### config.mk
export PLATFORM = sky130hd
export DESIGN_NAME = fetch_unit
export DESIGN_NICKNAME = d
export VERILOG_FILES = /design/src/rtl/cpu_pkg.sv /design/src/rtl/pc_next.sv /design/src/rtl/fetch_unit.sv
export SDC_FILE = /design/constraint.sdc
export NUM_CORES = 1
export LEC_CHECK = 0
export CORE_ASPECT_RATIO = 1.2
export CORE_MARGIN = 8
export CORE_UTILIZATION = 35
export DETAILED_ROUTE_END_ITERATION = 10
export MAX_ROUTING_LAYER = met4
export SYNTH_ARGS = -nofsm -noshare
export SYNTH_HDL_FRONTEND = slang
export SYNTH_SLANG_ARGS = --single-unit
export TNS_END_PERCENT = 50
### constraint.sdc
create_clock -name CLK -period 3.2 [get_ports CLK]
set_clock_uncertainty 0.15 [all_clocks]
set_input_delay 0.32 -clock CLK [delete_from_list [all_inputs] [get_ports CLK]]
set_output_delay 0.32 -clock CLK [all_outputs]
set_load 0.005 [all_outputs]
### src/rtl/cpu_pkg.sv
// Shared CPU definitions: fetch FSM state type and default datapath widths.
package cpu_pkg;

    localparam int PCW        = 10;
    localparam int IW         = 8;
    localparam int START_ADDR = 0;

    typedef enum logic [1:0] {
        IDLE   = 2'd0,
        PRIME  = 2'd1,
        RUN    = 2'd2,
        HALTED = 2'd3
    } fetch_state_t;

endpackage

### src/rtl/pc_next.sv
// Next fetch address: sequential increment or branch target relative to inst_pc.
module pc_next #(
    parameter int PCW = cpu_pkg::PCW
) (
    input  logic [PCW-1:0] i_fetch_pc,
    input  logic [PCW-1:0] i_inst_pc,
    input  logic [7:0]     i_branch_offset,
    input  logic           i_take_branch,
    output logic [PCW-1:0] o_next_pc
);

    logic [PCW-1:0] w_inc_pc;
    logic [PCW-1:0] w_target_pc;

    // Both paths wrap modulo 2^PCW; the offset is sign-extended to PCW bits.
    assign w_inc_pc    = i_fetch_pc + PCW'(1);
    assign w_target_pc = i_inst_pc + PCW'($signed(i_branch_offset));
    assign o_next_pc   = i_take_branch ? w_target_pc : w_inc_pc;

endmodule

### src/rtl/fetch_unit.sv
// Instruction fetch unit: drives a synchronous ROM, tracks inst_pc, handles stall/branch/halt.
module fetch_unit #(
    parameter int             PCW        = cpu_pkg::PCW,
    parameter int             IW         = cpu_pkg::IW,
    parameter logic [PCW-1:0] START_ADDR = PCW'(cpu_pkg::START_ADDR)
) (
    input  logic           CLK,
    input  logic           RESET_N,
    input  logic           start,
    input  logic           stall,
    input  logic           halt,
    input  logic           branch_taken,
    input  logic [7:0]     branch_offset,
    output logic [PCW-1:0] imem_addr,
    input  logic [IW-1:0]  imem_data,
    output logic [IW-1:0]  instruction,
    output logic           inst_valid,
    output logic [PCW-1:0] inst_pc,
    output logic           done,
    output logic [15:0]    inst_count
);

    import cpu_pkg::*;

    fetch_state_t   r_state;
    logic [PCW-1:0] r_fetch_pc;
    logic [PCW-1:0] r_inst_pc;
    logic           r_valid;
    logic           r_done;
    logic [15:0]    r_count;

    logic           w_advance;
    logic           w_branch;
    logic [PCW-1:0] w_next_pc;

    // halt has priority over a branch on the same instruction.
    assign w_advance = (r_state == RUN) && !stall && r_valid;
    assign w_branch  = w_advance && !halt && branch_taken;

    pc_next #(.PCW(PCW)) u_pc_next (
        .i_fetch_pc      (r_fetch_pc),
        .i_inst_pc       (r_inst_pc),
        .i_branch_offset (branch_offset),
        .i_take_branch   (w_branch),
        .o_next_pc       (w_next_pc)
    );

    always_ff @(posedge CLK or negedge RESET_N) begin
        if (!RESET_N) begin
            r_state    <= IDLE;
            r_fetch_pc <= START_ADDR;
            r_inst_pc  <= START_ADDR;
            r_valid    <= 1'b0;
            r_done     <= 1'b0;
            r_count    <= '0;
        end else begin
            case (r_state)
                IDLE, HALTED: begin
                    if (start) begin
                        r_fetch_pc <= START_ADDR;
                        r_count    <= '0;
                        r_done     <= 1'b0;
                        r_state    <= PRIME;
                    end
                end
                PRIME: begin
                    r_inst_pc  <= r_fetch_pc;
                    r_fetch_pc <= w_next_pc;
                    r_valid    <= 1'b1;
                    r_state    <= RUN;
                end
                RUN: begin
                    if (!stall) begin
                        if (r_valid && (r_count != '1))
                            r_count <= r_count + 16'd1;
                        if (r_valid && halt) begin
                            r_valid <= 1'b0;
                            r_done  <= 1'b1;
                            r_state <= HALTED;
                        end else if (w_branch) begin
                            r_fetch_pc <= w_next_pc;
                            r_valid    <= 1'b0;
                        end else begin
                            r_inst_pc  <= r_fetch_pc;
                            r_fetch_pc <= w_next_pc;
                            r_valid    <= 1'b1;
                        end
                    end
                end
                default: r_state <= IDLE;
            endcase
        end
    end

    assign imem_addr   = r_fetch_pc;
    assign instruction = imem_data;
    assign inst_valid  = r_valid;
    assign inst_pc     = r_inst_pc;
    assign done        = r_done;
    assign inst_count  = r_count;

endmodule

**Word level (Yosys, flattened, before mapping)**

Cells that the tools add are included.

- Register bits: 40
- Input bits: 22
- Output and inout port bits: 46
- Logic and storage cells: 62

- Add/sub/neg operators: 3
- Eq/ne operators: 10
- Muxes and demuxes: 25
- Reduce and logical (&&, ||, !) cells: 18

Operators by type and width:

| operator | count |
|---|---|
| 10-bit 2-to-1 mux | 7 |
| 16-bit 2-to-1 mux | 3 |
| 16-bit one-hot mux with 2 select lines | 1 |
| 10-bit one-hot mux with 3 select lines | 1 |
| 10-bit one-hot mux with 2 select lines | 1 |
| 16-bit by 1-bit adder with 16-bit output (second input constant) | 1 |
| 16-bit != test (second input constant) | 1 |
| 4-bit AND reduction | 3 |
| 10-bit by 1-bit adder with 10-bit output (second input constant) | 1 |
| 10-bit adder | 1 |
| 2-bit != test (second input constant) | 4 |
| 1-bit logical AND | 6 |
| 1-bit 2-to-1 mux | 6 |
| 2-bit 2-to-1 mux | 3 |
| 2-bit one-hot mux with 3 select lines | 1 |
| 3-bit AND reduction | 2 |
| 2-bit == test (second input constant) | 2 |
| 2-bit by 1-bit != test with 1-bit output (second input constant) | 2 |
| 1-bit one-hot mux with 2 select lines | 2 |
| 2-bit nonzero test | 2 |
| 2-bit by 1-bit == test with 1-bit output (second input constant) | 1 |
| 1-bit logical NOT | 2 |
| 2-bit logical NOT | 1 |
| 2-bit AND reduction | 1 |
| 2-bit OR reduction | 1 |

**Depth between registers and ports, before layout**

- Depth in word-level cells: 9
- Depth in mapped cells: 9
- Mapped depth without buffers: 8

**Cells and area by module**

Synthesis repeated with hierarchy kept, for this count alone.

- Cells, all modules: 297
- Area total of the unflattened synthesis: 2,726.4 sq um

Modules (own cells, without submodules):

| module | times used | cells each | area each (sq um) | seq. area each (sq um) |
|---|---|---|---|---|
| fetch_unit | 1 | 210 | 2,095.8 | 1,001.0 |
| pc_next | 1 | 87 | 630.6 | 0.0 |

**Worst setup path after synthesis**

OpenSTA, ideal clock, no wires.

- Kind: flip-flop to flip-flop
- From: register r_state[0]
- To: register r_count[14], in the netlist inst_count[14]
- Arrival time: 2.021 ns
- Data required time: 2.972 ns
- Path slack: 0.951 ns
- Stages on the path, launching flop included: 9
- Buffers on the path: 1
- Period minus slack after synthesis: 2.249 ns
- Cell sequence: dfrtp_1 > inv_1 > ha_1 > buf_4 > mux2_4 > nand3_1 > or4_4 > or3_1 > a21oi_1

- Word-level cells in the longest chain between the ends: 4

Ends and longest elaborated chain:

| what | line | text |
|---|---|---|
| start: declaration | fetch_unit.sv:25 | `fetch_state_t r_state;` |
| start signal: assignment | fetch_unit.sv:50 | `r_state <= IDLE;` |
| start signal: assignment | fetch_unit.sv:63 | `r_state <= PRIME;` |
| start signal: assignment | fetch_unit.sv:70 | `r_state <= RUN;` |
| 2-bit == test / 2-bit logical NOT (equally long branches) | fetch_unit.sv:57 | `case (r_state)` |
| 2-bit OR reduction | fetch_unit.sv:57 |  |
| 2-bit != test (no source line) / 2-bit nonzero test (equally long branches) | -- |  |
| 4-bit AND reduction (no source line) | -- |  |
| end signal: assignment | fetch_unit.sv:75 | `r_count <= r_count + 16'd1;` |
| end: declaration | fetch_unit.sv:30 | `logic [15:0] r_count;` |

Several ways; a longest one is shown, not always the timed one.
A chain may end at the register's enable or synchronous reset.

**Worst setup path in the final report**

- From: register r_state[0]
- To: register r_count[12], in the netlist inst_count[12]

The elaborated chain is that of the path after synthesis.

==> results.cfg <==
[outcome]
status = complete, no violations

[synthesis]
synthFlopType = dfrtp_1
ys_seq_area_share_pct = 38.4
yosys.area.top_type = dfrtp_1
async_flop_share_pct = 100
syn_area_um2 = 2600
yosysWarnings = 0
avgSynthCellArea_um2 = 8.98
synthCells = 290
synth_edf_count = 0
synth_top_area_share_pct = 38.4
synth_top_cells_by_area = dfrtp_1, ha_1, o21ai_0
ys_seq_elements = 40
syn_nets = 326
synthDistinctLibCells = 58

[route]
ant_nets = 0
routed_wl_um = 6610
vias = 2283
viasPerCell = 5.33
drc = 0
dr.pass1.iters = 4
wl_per_cell_um = 15.4
drt_iter0_markers = 91

[timing]
finalSetupViolCount = 0
max_freq_ghz = 0.400
fin_crit_sh_pct = 78.1
timing.setup.tns_ns = 0
worst_pin_slew_ns = 0.927
slew_violations = 0
grt_setup_unrepaired = false
final_hold_viol_count = 0
relSlewSlack_pct = 38.2
whs_ns = 0.00438
finalWorstPathRequiredPeriod_ns = 2.50

[pwr]
max-vdd-ir-drop_mv = 0.239
power_mw = 1.99
comb_power_share_pct = 47.6
p_leak_nw = 1.37
power.switching_uw = 806
clkPwrFrac_pct = 18.0
p_sw_share_pct = 40.5
sequentialPowerShare_pct = 34.4
powerDensity_nw_per_um2 = 612
p_int_mw = 1.18

[job]
maxCapViolations = 0

[worst_setup_path]
cp-start-kind = register
reg2regPathDepth = 7
reg2reg_to = inst_count[12]
crit_path_end_kind = register
r2r_start = r_state[0]
path_class = reg2reg
reg2reg_slack_ns = 0.70
crit_arrival_ns = 2.56
worstPathRequired_ns = 3.26
worst-path-max-fanout = 10

[clock_network]
cts_made_buffers = 5
path_clk_slew_ns = 0.08
postCtsSetupRepairBufs = 0
clock_sinks = 40
hold_buffers = 0
cts_buffer_depth = 2
cts_tree = done
cts_resized = 0
root_buffer = clkbuf_8
clk_latency_ns = 0.30
h-tree-depth = 2

[finish]
utilization_pct = 44.9
drive_gt1_share_pct = 8.28
syn2layout_area_growth_pct = 24.8
final_common_cell = clkdlybuf4s50_1
diodes = 0
final_nets = 373
layout_common_cells = clkdlybuf4s50_1, dfrtp_1, nand2_1
design_area_um2 = 3250

[placed_design]
routabilityCongestion = 0.869
numPortBuffers = 51
dpl_cell_area_um2 = 3160
place_hpwl_um = 4960

[floorplanning]
die_area_um2 = 10500
core_um2 = 7230
start_util_pct = 36.0
pin_count = 68
die_y_um = 110
rows = 34
die_w_um = 94.7

[global_route]
grt_max_degree = 41
grt_pass1_vias = 2349
grt_util_all_layers_pct = 13.5
antenna_found_initial = 0
grt_pass1_wl_um = 11200
grt_overflow = 0

[worst_hold_path]
hp-class = in2async
-- power groups by stage --
| stage | clock network (mW) | logic, mW | registers (mW) |
|---|---|---|---|
| after floorplan | 0 | 0.622 | 0.675 |
| after global placement | 0 | 0.954 | 0.693 |
| after detailed placement | 0 | 0.959 | 0.691 |
| after CTS | 0.374 | 0.961 | 0.684 |
| after global routing | 0.390 | 1.06 | 0.699 |
| final | 0.358 | 0.947 | 0.684 |
-- flip-flops by register name (all words and copies together), names as in the netlist --
name,count
done,1
r_state,2
inst_pc,10
imem_addr,10
inst_count,16
inst_valid,1
-- how the worst max path moves through the flow --
stage	slack [ns]	cells after the start	startpoint	endpoint
6_report	0.70	7	r_state[0]	inst_count[12]
3_3_place_gp	0.72	6	halt	imem_addr[7]
3_5_place_dp	0.63	9	branch_offset[0]	imem_addr[8]
5_1_grt	0.49	7	r_state[0]	inst_count[15]
4_1_cts	0.70	7	r_state[0]	inst_count[12]
2_1_floorplan	0.95	8	r_state[0]	inst_count[14]
-- stage by stage --
stage,std cells,worst slack [ns]
global placement,420,0.716
CTS,428,0.704
global route,428,0.493
floorplan,290,0.951
finish,428,0.701
detailed placement,420,0.634
-- layout make-up --
class	instances	area, µm²
clock buffers	6	82.6
repair buffers	54	528
fillers	725	3980
well taps	90	113
flip-flops and latches	40	1000
inverters	16	60.1
clock inverters	2	10.0
multi-input cells	220	1460
-- metal layers --
metal / track usage [%] / routed length [µm] / share of wire, % / vias up
li1: - / - / - / 1143
met4: 3.97 / 74 / 1.1 / 0
met5: - / 0 / 0 / -
met3: 2.85 / 310 / 4.7 / 9
met2: 21.5 / 3160 / 48 / 50
met1: 16.5 / 3060 / 46 / 1081
-- cells in the mapped netlist, types with 4 or more instances --
master	count
dfrtp_1	40
nand2_1	28
nor2_1	26
o21ai_0	23
inv_1	16
a21oi_1	15
ha_1	13
nand3_1	10
xnor2_1	10
buf_4	9
mux2_2	9
nor3_1	7
a211oi_1	5
nand4_1	5
nor4_1	5
a21o_1	4
clkbuf_1	4
-- kinds of logic (layout without fill, tap and decap cells) --
family | after synthesis | after routing | synth area share, %
DFF | 40 | 40 | 38.4
adders and majority gates | 14 | 14 | 7.02
xor gates and xnor gates | 13 | 13 | 4.37
muxes | 12 | 12 | 5.24
and+or+nand+nor | 104 | 104 | 20.1
AOI/OAI and AO/OA | 77 | 77 | 19.2
buffers and inverters | 30 | 78 | 5.62
-- critical path, cell delays in order (launching register included) --
cell     delay [ns]
dfrtp_1        0.37
inv_1          0.05
ha_1           0.46
mux2_4         0.24
nand3_1        0.16
or4_4          0.49
or3_1          0.32
a21oi_1        0.17
Power figures use the tool's default switching activity.
